--- src/rtl/usb_tx_engine_if.sv ---
// Byte handshake between a packet source and the USB transmit engine.
// The source holds tx_valid for the whole packet and presents each byte on tx_data.
// tx_ready marks the single cycle in which the engine takes that byte.
interface usb_tx_engine_if;
  logic [7:0] tx_data;
  logic       tx_valid;
  logic       tx_ready;

  modport master (output tx_data, output tx_valid, input tx_ready);
  modport slave  (input tx_data, input tx_valid, output tx_ready);
endinterface

--- src/rtl/usb_tx_engine.sv ---
// USB low-level packet transmitter.
// Sends SYNC, then bit-stuffed and NRZI-encoded data bytes (LSB first), then an EOP.
// The EOP is SE0 followed by J. All line outputs are registered.
module usb_tx_engine #(
  parameter int CLKS_PER_BIT = 4,
  parameter int SYNC_BITS    = 8,
  parameter int STUFF_LIMIT  = 6,
  parameter int EOP_SE0_BITS = 2
) (
  input  logic           clk,
  input  logic           nRST,
  usb_tx_engine_if.slave tx_if,
  output logic           d_plus_out,
  output logic           d_minus_out,
  output logic           tx_1_rx_0
);

  localparam int CNT_W     = $clog2(CLKS_PER_BIT);
  localparam int IDX_MAX_A = (SYNC_BITS > 8) ? SYNC_BITS : 8;
  localparam int IDX_MAX   = (EOP_SE0_BITS > IDX_MAX_A) ? EOP_SE0_BITS : IDX_MAX_A;
  localparam int IDX_W     = $clog2(IDX_MAX);
  localparam int ONES_W    = $clog2(STUFF_LIMIT + 1);

  localparam logic [CNT_W-1:0]  CNT_LAST   = CNT_W'(CLKS_PER_BIT - 1);
  localparam logic [IDX_W-1:0]  SYNC_LAST  = IDX_W'(SYNC_BITS - 1);
  localparam logic [IDX_W-1:0]  EOP_LAST   = IDX_W'(EOP_SE0_BITS - 1);
  localparam logic [IDX_W-1:0]  BYTE_LAST  = IDX_W'(7);
  localparam logic [ONES_W-1:0] ONES_LIMIT = ONES_W'(STUFF_LIMIT);

  typedef enum logic [2:0] {IDLE, SYNC, DATA, STUFF, EOP_SE0, EOP_J} state_t;

  state_t            state_q, state_d;
  logic [CNT_W-1:0]  cnt_q, cnt_d;      // position inside the current bit period
  logic [IDX_W-1:0]  idx_q, idx_d;      // bit index inside SYNC, byte or SE0 run
  logic [7:0]        shift_q, shift_d;  // byte being sent, current bit in [0]
  logic [ONES_W-1:0] ones_q, ones_d;    // consecutive 1s already on the line
  logic              lvl_q, lvl_d;      // NRZI level, 1 = J
  logic              dp_q, dp_d;
  logic              dm_q, dm_d;
  logic              txen_q, txen_d;
  logic              bnd_q, bnd_d;      // pending stuff bit closes a field

  logic              strobe;
  logic              cur_bit;
  logic [ONES_W-1:0] ones_next;
  logic              field_end;
  logic              send_bit;
  logic              next_bit;
  logic              ready_c;

  // Next-state logic: every decision is taken on the last clock of a bit period.
  always_comb begin
    state_d   = state_q;
    cnt_d     = cnt_q;
    idx_d     = idx_q;
    shift_d   = shift_q;
    ones_d    = ones_q;
    lvl_d     = lvl_q;
    dp_d      = dp_q;
    dm_d      = dm_q;
    txen_d    = txen_q;
    bnd_d     = bnd_q;
    field_end = 1'b0;
    send_bit  = 1'b0;
    next_bit  = 1'b0;
    ready_c   = 1'b0;

    strobe = (state_q != IDLE) && (cnt_q == CNT_LAST);
    if (state_q != IDLE) begin
      cnt_d = strobe ? '0 : cnt_q + 1'b1;
    end

    // Bit currently on the line and the run length once it completes.
    case (state_q)
      SYNC:    cur_bit = (idx_q == SYNC_LAST);
      DATA:    cur_bit = shift_q[0];
      default: cur_bit = 1'b0;
    endcase
    if (cur_bit) begin
      ones_next = (ones_q == ONES_LIMIT) ? ones_q : ones_q + 1'b1;
    end else begin
      ones_next = '0;
    end

    case (state_q)
      IDLE: begin
        dp_d   = 1'b1;
        dm_d   = 1'b0;
        lvl_d  = 1'b1;
        txen_d = 1'b0;
        cnt_d  = '0;
        idx_d  = '0;
        ones_d = '0;
        bnd_d  = 1'b0;
        if (tx_if.tx_valid) begin
          state_d  = SYNC;
          txen_d   = 1'b1;
          send_bit = 1'b1;
          next_bit = (SYNC_LAST == '0);
        end
      end
      SYNC: begin
        if (strobe) begin
          ones_d = ones_next;
          if (idx_q == SYNC_LAST) begin
            if (ones_next == ONES_LIMIT) begin
              state_d  = STUFF;
              bnd_d    = 1'b1;
              send_bit = 1'b1;
            end else begin
              field_end = 1'b1;
            end
          end else begin
            idx_d    = idx_q + 1'b1;
            send_bit = 1'b1;
            next_bit = ((idx_q + 1'b1) == SYNC_LAST);
          end
        end
      end
      DATA: begin
        if (strobe) begin
          ones_d  = ones_next;
          shift_d = {1'b0, shift_q[7:1]};
          if (ones_next == ONES_LIMIT) begin
            state_d  = STUFF;
            bnd_d    = (idx_q == BYTE_LAST);
            idx_d    = idx_q + 1'b1;
            send_bit = 1'b1;
          end else if (idx_q == BYTE_LAST) begin
            field_end = 1'b1;
          end else begin
            idx_d    = idx_q + 1'b1;
            send_bit = 1'b1;
            next_bit = shift_q[1];
          end
        end
      end
      STUFF: begin
        if (strobe) begin
          ones_d = '0;
          if (bnd_q) begin
            field_end = 1'b1;
          end else begin
            state_d  = DATA;
            send_bit = 1'b1;
            next_bit = shift_q[0];
          end
        end
      end
      EOP_SE0: begin
        if (strobe) begin
          if (idx_q == EOP_LAST) begin
            state_d = EOP_J;
            dp_d    = 1'b1;
            dm_d    = 1'b0;
            lvl_d   = 1'b1;
          end else begin
            idx_d = idx_q + 1'b1;
          end
        end
      end
      EOP_J: begin
        if (strobe) begin
          state_d = IDLE;
          txen_d  = 1'b0;
        end
      end
      default: state_d = IDLE;
    endcase

    // End of SYNC or of a byte: take the next byte, or close the packet.
    if (field_end) begin
      bnd_d = 1'b0;
      idx_d = '0;
      if (tx_if.tx_valid) begin
        ready_c  = 1'b1;
        shift_d  = tx_if.tx_data;
        state_d  = DATA;
        send_bit = 1'b1;
        next_bit = tx_if.tx_data[0];
      end else begin
        state_d = EOP_SE0;
        dp_d    = 1'b0;
        dm_d    = 1'b0;
      end
    end

    // NRZI: a 0 toggles the line, a 1 holds it.
    if (send_bit) begin
      lvl_d = next_bit ? lvl_q : ~lvl_q;
      dp_d  = lvl_d;
      dm_d  = ~lvl_d;
    end
  end

  // State and output registers with synchronous active-low reset to idle J.
  always_ff @(posedge clk) begin
    if (!nRST) begin
      state_q <= IDLE;
      cnt_q   <= '0;
      idx_q   <= '0;
      shift_q <= '0;
      ones_q  <= '0;
      lvl_q   <= 1'b1;
      dp_q    <= 1'b1;
      dm_q    <= 1'b0;
      txen_q  <= 1'b0;
      bnd_q   <= 1'b0;
    end else begin
      state_q <= state_d;
      cnt_q   <= cnt_d;
      idx_q   <= idx_d;
      shift_q <= shift_d;
      ones_q  <= ones_d;
      lvl_q   <= lvl_d;
      dp_q    <= dp_d;
      dm_q    <= dm_d;
      txen_q  <= txen_d;
      bnd_q   <= bnd_d;
    end
  end

  // tx_ready qualifies the source's tx_valid in the same cycle, so it stays combinational.
  assign tx_if.tx_ready = ready_c & nRST;
  assign d_plus_out     = dp_q;
  assign d_minus_out    = dm_q;
  assign tx_1_rx_0      = txen_q;

endmodule

--- src/flat_wrapper.sv ---
// flat-port wrapper written by rule: the top's interface ports become plain ports
module usb_tx_engine_flat 
#(
  parameter int CLKS_PER_BIT = 4,
  parameter int SYNC_BITS    = 8,
  parameter int STUFF_LIMIT  = 6,
  parameter int EOP_SE0_BITS = 2
)
  (clk, nRST, d_plus_out, d_minus_out, tx_1_rx_0, tx_if_tx_data, tx_if_tx_valid, tx_if_tx_ready);
  usb_tx_engine_if tx_if_i ();
  input  logic clk;
  input  logic nRST;
  output logic d_plus_out;
  output logic d_minus_out;
  output logic tx_1_rx_0;
  input wire logic [$bits(tx_if_i.tx_data)-1:0] tx_if_tx_data;
  input wire logic [$bits(tx_if_i.tx_valid)-1:0] tx_if_tx_valid;
  output wire logic [$bits(tx_if_i.tx_ready)-1:0] tx_if_tx_ready;
  assign tx_if_i.tx_data = tx_if_tx_data;
  assign tx_if_i.tx_valid = tx_if_tx_valid;
  assign tx_if_tx_ready = tx_if_i.tx_ready;
  usb_tx_engine #(.CLKS_PER_BIT(CLKS_PER_BIT), .SYNC_BITS(SYNC_BITS), .STUFF_LIMIT(STUFF_LIMIT), .EOP_SE0_BITS(EOP_SE0_BITS)) u_core (.clk(clk), .nRST(nRST), .tx_if(tx_if_i), .d_plus_out(d_plus_out), .d_minus_out(d_minus_out), .tx_1_rx_0(tx_1_rx_0));
endmodule
--- config.mk ---
export PLATFORM = sky130hd
export DESIGN_NAME = usb_tx_engine_flat
export DESIGN_NICKNAME = d
export VERILOG_FILES = /design/src/rtl/usb_tx_engine_if.sv /design/src/rtl/usb_tx_engine.sv /design/src/flat_wrapper.sv
export SDC_FILE = /design/constraint.sdc
export NUM_CORES = 1
export LEC_CHECK = 0
export BUFFER_PORTS_ARGS = -buffer_cell sky130_fd_sc_hd__buf_2
export CAP_MARGIN = 40
export CORE_UTILIZATION = 25
export CTS_CLUSTER_SIZE = 14
export DETAILED_ROUTE_END_ITERATION = 10
export PLACE_DENSITY_LB_ADDON = 0.3
export SLEW_MARGIN = 20
export SYNTH_ARGS = -nofsm -noshare
export SYNTH_HDL_FRONTEND = slang
export SYNTH_SLANG_ARGS = --single-unit
--- constraint.sdc ---
create_clock -name clk -period 3.05 [get_ports clk]
set_clock_uncertainty 0.05 [all_clocks]
set_input_delay 0 -clock clk [delete_from_list [all_inputs] [get_ports clk]]
set_output_delay 0 -clock clk [all_outputs]
set_load 0.01 [all_outputs]
# Word-level counts from Yosys, hierarchy flattened
# Cells that the tools add are included.
[word_totals]
ff_bits = 24
latch_bits = 0
ram_bits = 0
romBits = 0
input_bits = 11
out_inout_bits = 4
wordCells = 153
memories = 0
[classes]
add_sub_neg = 3
n_mul = 0
div = 0
n_lt_le_gt_ge = 0
eq_ne = 32
shift = 0
muxes = 87
bitwise_logic = 4
reduce_logical = 17
[op_table]
columns = ["op", "n"]
rows = [
  ["two-way mux 3 bit", 21],
  ["two-way mux 1 bit", 49],
  ["two-way mux 8 bit", 4],
  ["!= test 3 x 1 -> 1 bit (second input constant)", 9],
  ["equality test 3 bit (second input constant)", 6],
  ["!= test 2 x 1 -> 1 bit (second input constant)", 9],
  ["case mux 3 bit (6 select lines)", 1],
  ["case mux 3 bit (4 select lines)", 1],
  ["nonzero test 3 bit", 4],
  ["case mux 1 bit (2 select lines)", 5],
  ["case mux 1 bit (3 select lines)", 3],
  ["case mux 3 bit (3 select lines)", 1],
  ["AND reduction 9 bit", 1],
  ["adder 3 x 1 -> 3 bit (second input constant)", 2],
  ["equality test 3 x 1 -> 1 bit (second input constant)", 2],
  ["equality test 3 x 2 -> 1 bit (second input constant)", 2],
  ["AND reduction 3 bit", 2],
  ["AND reduction 6 bit", 1],
  ["OR reduction 2 bit", 3],
  ["AND reduction 5 bit", 1],
  ["case mux 1 bit (4 select lines)", 1],
  ["nonzero test 4 bit", 1],
  ["logical NOT 3 bit", 1],
  ["!= test 3 x 2 -> 1 bit (second input constant)", 1],
  ["10 further kinds", 12],
]

# Logic depth before layout (Yosys ltp)
# Gate-level depths: netlist of the first run.
[depth]
ltp_word = 12
depth_mapped = 9
depth_no_buf = 8

# Least setup slack after synthesis of the first run
# OpenSTA, ideal clock, no wires.
[synth_path]
kind = "reg-to-reg"
start = "register u_core.idx_q[0]"
end = "register u_core.lvl_q"
setup_ps = 129
arrival_time_ps = 2182
required_time_ps = 2871
setup_slack_ps = 689
stages_incl_launch_ff = 10
n_path_buf = 1
synth_period_minus_slack_ps = 2361
cell_sequence = "dfxtp_1 -> ha_1 -> ha_1 -> buf_2 -> nand3b_1 -> a211oi_2 -> a2111o_4 -> o221a_4 -> a221oi_2 -> o21ai_1"
[synth_via]
elab_chain_len = 12
elab_cells_between_ends = 37
cone_classes = "add/sub: 1; eq/ne: 6; mux: 28; reduce/logical: 2"
[synth_lines]
columns = ["element", "line_no", "rtl"]
rows = [
  ["from (decl)", "usb_tx_engine.sv:34", "logic [IDX_W-1:0] idx_q, idx_d;"],
  ["from (signal assigned)", "usb_tx_engine.sv:212", "idx_q <= idx_d;"],
  ["equality test 3 bit", "usb_tx_engine.sv:75, usb_tx_engine.sv:105, usb_tx_engine.sv:129", ""],
  ["case mux 1 bit (2 select lines)", "usb_tx_engine.sv:74", "case (state_q)"],
  ["two-way mux 3 bit", "usb_tx_engine.sv:79", "if (cur_bit) begin"],
  ["equality test 3 bit", "usb_tx_engine.sv:106, usb_tx_engine.sv:124", ""],
  ["two-way mux 1 bit", "usb_tx_engine.sv:106", "if (ones_next == ONES_LIMIT) begin"],
  ["two-way mux 1 bit", "usb_tx_engine.sv:105", "if (idx_q == SYNC_LAST) begin"],
  ["two-way mux 1 bit", "usb_tx_engine.sv:103", "if (strobe) begin"],
  ["case mux 1 bit (4 select lines)", "usb_tx_engine.sv:85", "case (state_q)"],
  ["two-way mux 1 bit", "usb_tx_engine.sv:175", "if (tx_if.tx_valid) begin"],
  ["two-way mux 1 bit", "usb_tx_engine.sv:172", "if (field_end) begin"],
  ["!= test 3 x 1 -> 1 bit (no line) or nonzero test 3 bit (tied branches)", "--", ""],
  ["AND reduction 3 bit (no line)", "--", ""],
  ["to (signal assigned)", "usb_tx_engine.sv:215", "lvl_q <= lvl_d;"],
  ["to (decl)", "usb_tx_engine.sv:37", "logic lvl_q, lvl_d;"],
]
# Parallel ways exist; a longest one is shown, timed or not.
# A chain may end at the register's enable or synchronous reset.

# Worst setup path in the final report of the first run
[layout_path]
start = "register u_core.idx_q[0]"
end = "register u_core.dp_q, in the netlist u_core.d_plus_out"
[layout_via]
elab_chain_len = 11
elab_cells_between_ends = 38
cone_classes = "add/sub: 1; eq/ne: 4; mux: 33"
[layout_lines]
columns = ["element", "line_no", "rtl"]
rows = [
  ["equality test 3 bit", "usb_tx_engine.sv:75, usb_tx_engine.sv:105, usb_tx_engine.sv:129", ""],
  ["case mux 1 bit (2 select lines)", "usb_tx_engine.sv:74", ""],
  ["two-way mux 3 bit", "usb_tx_engine.sv:79", ""],
  ["equality test 3 bit", "usb_tx_engine.sv:106, usb_tx_engine.sv:124", ""],
  ["two-way mux 1 bit, on equally long branches", "usb_tx_engine.sv:106, usb_tx_engine.sv:124", ""],
  ["two-way mux 1 bit, on equally long branches", "usb_tx_engine.sv:105, usb_tx_engine.sv:121", ""],
  ["two-way mux 1 bit or case mux 1 bit (3 select lines) (tied branches)", "usb_tx_engine.sv:103, usb_tx_engine.sv:85", ""],
  ["case mux 1 bit (4 select lines), or another cell as far along", "usb_tx_engine.sv:85", ""],
  ["two-way mux 1 bit, on equally long branches", "usb_tx_engine.sv:175, usb_tx_engine.sv:172", ""],
  ["two-way mux 1 bit, on equally long branches", "usb_tx_engine.sv:172, usb_tx_engine.sv:190", ""],
  ["two-way mux 1 bit (*)", "usb_tx_engine.sv:189", "if (send_bit) begin"],
  ["to (signal assigned)", "usb_tx_engine.sv:216", "dp_q <= dp_d;"],
  ["to (decl)", "usb_tx_engine.sv:38", "logic dp_q, dp_d;"],
]
# Mark *: on every way between the ends. The rest lies on a longest branch, timed or not.

==> results of run 1 <==
how the worst max path moves through the flow:
stage,end,cells after the start
2_1_floorplan,u_core.lvl_q,9
3_3_place_gp,u_core.d_minus_out,8
3_5_place_dp,u_core.d_plus_out,8
4_1_cts,u_core.d_plus_out,8
5_1_grt,u_core.d_plus_out,8
6_report,u_core.d_plus_out,8
sequential cells by signal (all words and copies together) (netlist names), 2 cells and up:
name,flops
u_core.cnt_q,2
u_core.idx_q,3
u_core.ones_q,3
u_core.shift_q,8
u_core.state_q,3
metrics by stage:
| step | utilization | setup slack, ps |
|---|---|---|
| 2_1_floorplan | - | 689 |
| 3_3_place_gp | 0.286 | 536 |
| 3_5_place_dp | 0.286 | 396 |
| 4_1_cts | 0.311 | 368 |
| 5_1_grt | 0.311 | 139 |
| 6_report | 0.311 | 384 |
power by group:
part	internal (mW)	switching [mW]
registers	0.359	0.0590
logic	0.206	0.276
clock network	0.176	0.122
total	0.741	0.457
layout by cell type (no fill, tap or decap), types with 2 or more instances in the layout:
master          n
dfxtp_1        24
nor2_1         21
a21oi_1        16
inv_1          15
buf_2          14
nand2_1        12
o21ai_0        10
a31oi_1         9
mux2i_1         9
dlygate4sd3_1   9
a211oi_1        8
ha_1            8
buf_4           6
nand2b_1        5
nand3b_1        4
nand3_1         4
o32ai_1         3
clkbuf_8        3
a22oi_1         2
o32a_1          2
a31o_1          2
o211a_1         2
o22ai_1         2
nor3_1          2
a2111oi_0       2
and3b_1         2
cells by family after synthesis:
family                   after synthesis
AO/OA/AOI/OAI                         75
XOR/XNOR                               2
adder cells (fa/ha/maj)                9
buffers and inverters                 29
flip-flops                            24
multiplexers                           9
AND/OR/NAND/NOR                       62
layout make-up:
type | instances | area [sq um] | share of cell area
Timing Repair Buffer | 29 | 205 | 0.102
Multi-Input combinational cell | 157 | 1110 | 0.550
Sequential cell | 24 | 480 | 0.238
Clock inverter | 1 | 30.0 | 0.0149
Tap cell | 77 | 96.3 | 0.0477
Clock buffer | 3 | 41.3 | 0.0204
Inverter | 15 | 56.3 | 0.0279
per-layer routing:
metal	up-vias	wire, um	part of all wire	track usage
met4	0	105	0.024	0.0693
met5	-	0	0	0
met2	52	2020	0.46	0.197
li1	825	-	-	-
met3	9	243	0.055	0.0157
met1	763	2070	0.47	0.178
critical path: cells and delay by family (launching register included):
family	cells	cell delay [ps]
xor gates and xnor gates	1	160
DFF	1	390
and+or+nand+nor	1	190
AOI/OAI and AO/OA	4	1220
adders and majority gates	2	520
==> results.tsv, run 1 <==
metric	value	unit
num_vias	1649	
syn2layout_area_growth	17.8	%
holdWs	41.0	ps
yosys.area.top_type	dfxtp_1	
timing.rr.start	u_core.idx_q[0]	
peakVddDrop	0.279	mV
synth_top_family_by_area	compound AO/OA/AOI/OAI gates	
yosysUniqueCellTypes	58	
synthMuxAreaShare	0.0526	
cp_cell_sequence	ha_1 -> ha_1 -> nand3b_1 -> a211oi_2 -> a2111o_4 -> o221a_4 -> xnor2_1 -> o221ai_1	
setup-violations-final	0	
drc	0	
reg2reg_depth	8	
fmax	375	MHz
synthAdderAreaFrac	0.0642	
vias_per_cell	5.39	
num_rows	29	
p_total	1.20	mW
antenna_found_initial	0	
hp-start	tx_if_tx_valid	
wl	4450	um
grt_pass1_vias	1564	
critical_path_class	reg2reg	
place_congestion	0.894	
cts_buffers	3	
synth_most_common_cell	dfxtp_1	
outcome	complete, no violations	
finalNetCount	249	
dp_cells	293	
core	0.00649	sq mm
yosys.area_share.simple	0.188	
hold_end	u_core.shift_q[7]	
cts_tree	yes	
stdcell_area	0.00202	sq mm
r2r_end	u_core.d_plus_out	
nFillCells	666	
regToRegSetupSlack	380	ps
drt_pass1_iterations	4	
arrival	2780	ps
yosys-top-cells-area	dfxtp_1 (28%), ha_1 (5.8%), mux2i_1 (5.3%), a21oi_1 (4.7%), nor2_1 (4.6%)	
dpl_cell_area	0.00186	sq mm
ys_async_sr_fraction	0	
finalHoldViolCount	0	
clkSinkCount	24	
synth_edf_count	0	
ant_nets	0	
required	3160	ps
die_h	84.8	um
grt_pass1_wl	7490	um
cts.clk_slew.worst_paths	100	ps
yosysSeqAreaShare	0.280	
cpMostUsedCell	ha_1	
cts_root_buffer	clkbuf_8	
cp-startpoint	u_core.idx_q[0]	
cts_setup_buffers	0	
fin_setup_tns	0	ps
post-route-period-util	0.874	
synth_compound_area_frac	0.332	
clock_latency	280	ps
ctsHoldBuffers	9	
grt_overflow	0	
synth_flop_cell	dfxtp_1	
start_kind	flop	
rsz0062_at_grt	false	
die_w	84.8	um
period_needed	2670	ps
diodes	0	
p_leak	0.762	nW
hpwlAfterDp	3240	um
slew_headroom	0.652	
wl_per_cell	14.5	um
io_buffer_count	14	
layoutNonFillerInstCount	306	
path_max_fanout	17	
cap_violations	0	
whs_path_depth	3	
clk_path_buf_depth	2	
ys_warn_count	0	
synth_common_cells	dfxtp_1 (24), nor2_1 (21), a21oi_1 (16)	
endpoint_kind	flop	
power.density	593	mW/mm^2
grtUsageTotal	0.129	
ios	15	
drv_slew	0	
cts_resized	0	
avgSynthCellArea	8.16	sq um
synthXorXnorAreaFrac	0.0102	
drive_gt1_frac	0.148	
synthDominantCellAreaShare	0.280	
synth_fp_nets	229	
grt_max_degree	18	
drtIter0Drc	141	
synth_seq_cells	24	
synth_area	0.00171	sq mm
synthCells	210	
slowest_delay	460	ps
slowest_stage	a211oi_2	
fp.dieArea	0.00719	sq mm
start_util	0.264	
tightestPinTransition	521	ps
htreeDepth	1	
holdCritPathClass	in2reg	
(Power assumes the default switching activity.)
==> inputs of run 2 (changes only) <==
Clock period 3.05 ns to 2.54 ns, I/O delays scaled along.
==> results.tsv, run 2 (synthesis gave the netlist of run 1 again) <==
metric	value	unit
mostFrequentLayoutCells	dfxtp_1 (24), nor2_1 (21), a21oi_1 (16)	
grt_max_degree	17	
diodes	0	
worst-path-buf-inv	3	
fmax	421	MHz
clkSinkCount	24	
cts_tree	yes	
grt_use_met1	0.168	
io_buffer_count	14	
whs_path_depth	3	
cts_buffers	3	
syn2layout_area_growth	21.5	%
setup-violations-final	0	
grt_util_met2	0.228	
grt_pass1_wl	7670	um
drc	0	
finalHoldViolCount	0	
period_needed	2370	ps
hpwlAfterDp	3350	um
grt_overflow	0	
htreeDepth	1	
path_max_fanout	16	
outcome	complete, no violations	
timing.rr.start	u_core.idx_q[1]	
fin_setup_tns	0	ps
cap_violations	0	
largest_reg_flops	8	
cts_root_buffer	clkbuf_8	
holdCritPathClass	in2reg	
nFillCells	667	
busiest_layer	met2	
wl	4550	um
regToRegSetupSlack	170	ps
place_congestion	0.895	
dpl_cell_area	0.00190	sq mm
p_leak	0.795	nW
wl_per_cell	14.5	um
slew_headroom	0.677	
rsz0062_at_grt	false	
drive_gt1_frac	0.178	
fin_ws	166	ps
required	2490	ps
grtUsageTotal	0.131	
final_common_cell	dfxtp_1	
start_kind	flop	
reg2reg_depth	8	
antenna_found_initial	0	
r2r_end	u_core.d_minus_out	
top_register	u_core.shift_q	
endpoint_kind	output port	
num_vias	1702	
core	0.00649	sq mm
p_total	1.44	mW
stdcell_area	0.00208	sq mm
cp_cell_sequence	inv_1 -> ha_1 -> or3b_1 -> a31oi_4 -> a2111o_4 -> buf_4 -> nor2_1 -> buf_2	
arrival	2320	ps
die_h	84.8	um
critical_path_class	reg2out	
fp.dieArea	0.00719	sq mm
post-route-period-util	0.935	
drt_pass1_iterations	4	
hp-start	tx_if_tx_valid	
grt_use_met3	0.0138	
clk_path_buf_depth	2	
slowest_delay	440	ps
slowest_stage	or3b_1	
critPathTopFamily	compound AO/OA/AOI/OAI gates	
drv_slew	0	
clock_latency	270	ps
num_rows	29	
ios	15	
cts.clk_slew.worst_paths	90	ps
power.density	690	mW/mm^2
pre_cts_slack	164	ps
drtIter0Drc	118	
die_w	84.8	um
start_util	0.264	
finalNetCount	256	
ant_nets	0	
hold_end	u_core.shift_q[7]	
peakVddDrop	0.356	mV
tightestPinTransition	484	ps
vias_per_cell	5.44	
grt_pass1_vias	1652	
[run 2: cell count changes in the layout (fill, tap and decap cells not counted)]
cell	delta
a211oi_2	-1
a211oi_4	+1
buf_4	+7
ha_1	-1
ha_2	+1
[run 2: report_power, final]
part           switching, mW  internal (mW)  leakage, nW  total [mW]
Clock                  0.137          0.211       0.0357       0.348
Sequential            0.0604          0.431        0.195       0.492
Combinational          0.343          0.254        0.565       0.596
[run 2: metrics by stage]
| stage | hold WS, ps | instances | util |
|---|---|---|---|
| final | 49.9 | 313 | 0.321 |
| after global routing | 68.0 | 313 | 0.321 |
| after CTS | 56.1 | 312 | 0.318 |
| after detailed placement | 228 | 299 | 0.293 |
| after global placement | 223 | 299 | 0.293 |
| after floorplan | 105 | 210 | - |
[run 2: worst reg2reg max path, stage by stage, from the launching register on]
cell and delay (ps):
dfxtp_1 390, ha_1 210, ha_2 240, nand3b_1 180, a211o_1 410, nor2_4 170
o41a_1 250, and3b_1 200, a31o_1 170
[run 2: cell type report]
class	instances	area, sq um	area share
multi-input cells	157	1120	0.538
well taps	77	96.3	0.0463
repair buffers	36	258	0.124
clock inverters	1	30.0	0.0144
flip-flops and latches	24	480	0.231
inverters	15	56.3	0.0270
clock buffers	3	41.3	0.0198
[run 2: how the worst max path moves through the flow]
| stage | from | end | slack, ps | depth (start not counted) |
|---|---|---|---|---|
| 2_1_floorplan | u_core.idx_q[0] | u_core.lvl_q | 180 | 9 |
| 3_3_place_gp | u_core.idx_q[0] | u_core.shift_q[7] | 190 | 9 |
| 3_5_place_dp | u_core.idx_q[0] | u_core.d_plus_out | 160 | 8 |
| 4_1_cts | u_core.idx_q[1] | tx_if_tx_ready | 60 | 8 |
| 5_1_grt | u_core.idx_q[1] | u_core.d_minus_out | 20 | 8 |
| 6_report | u_core.ones_q[0] | tx_if_tx_ready | 170 | 8 |
[run 2: routing by layer]
layer	share of wire	vias up
met1	0.46	803
met5	0	-
met3	0.048	11
met2	0.47	56
met4	0.019	0
li1	-	832
[run 2: repair_timing]
item / 4_1_cts / 5_1_grt
setup buffers: 0 / 1
resized for setup: 0 / 2
hold buffers: 9 / 0
endpoints found under the hold margin: 10 / 0
endpoints found under the setup margin: 0 / 17
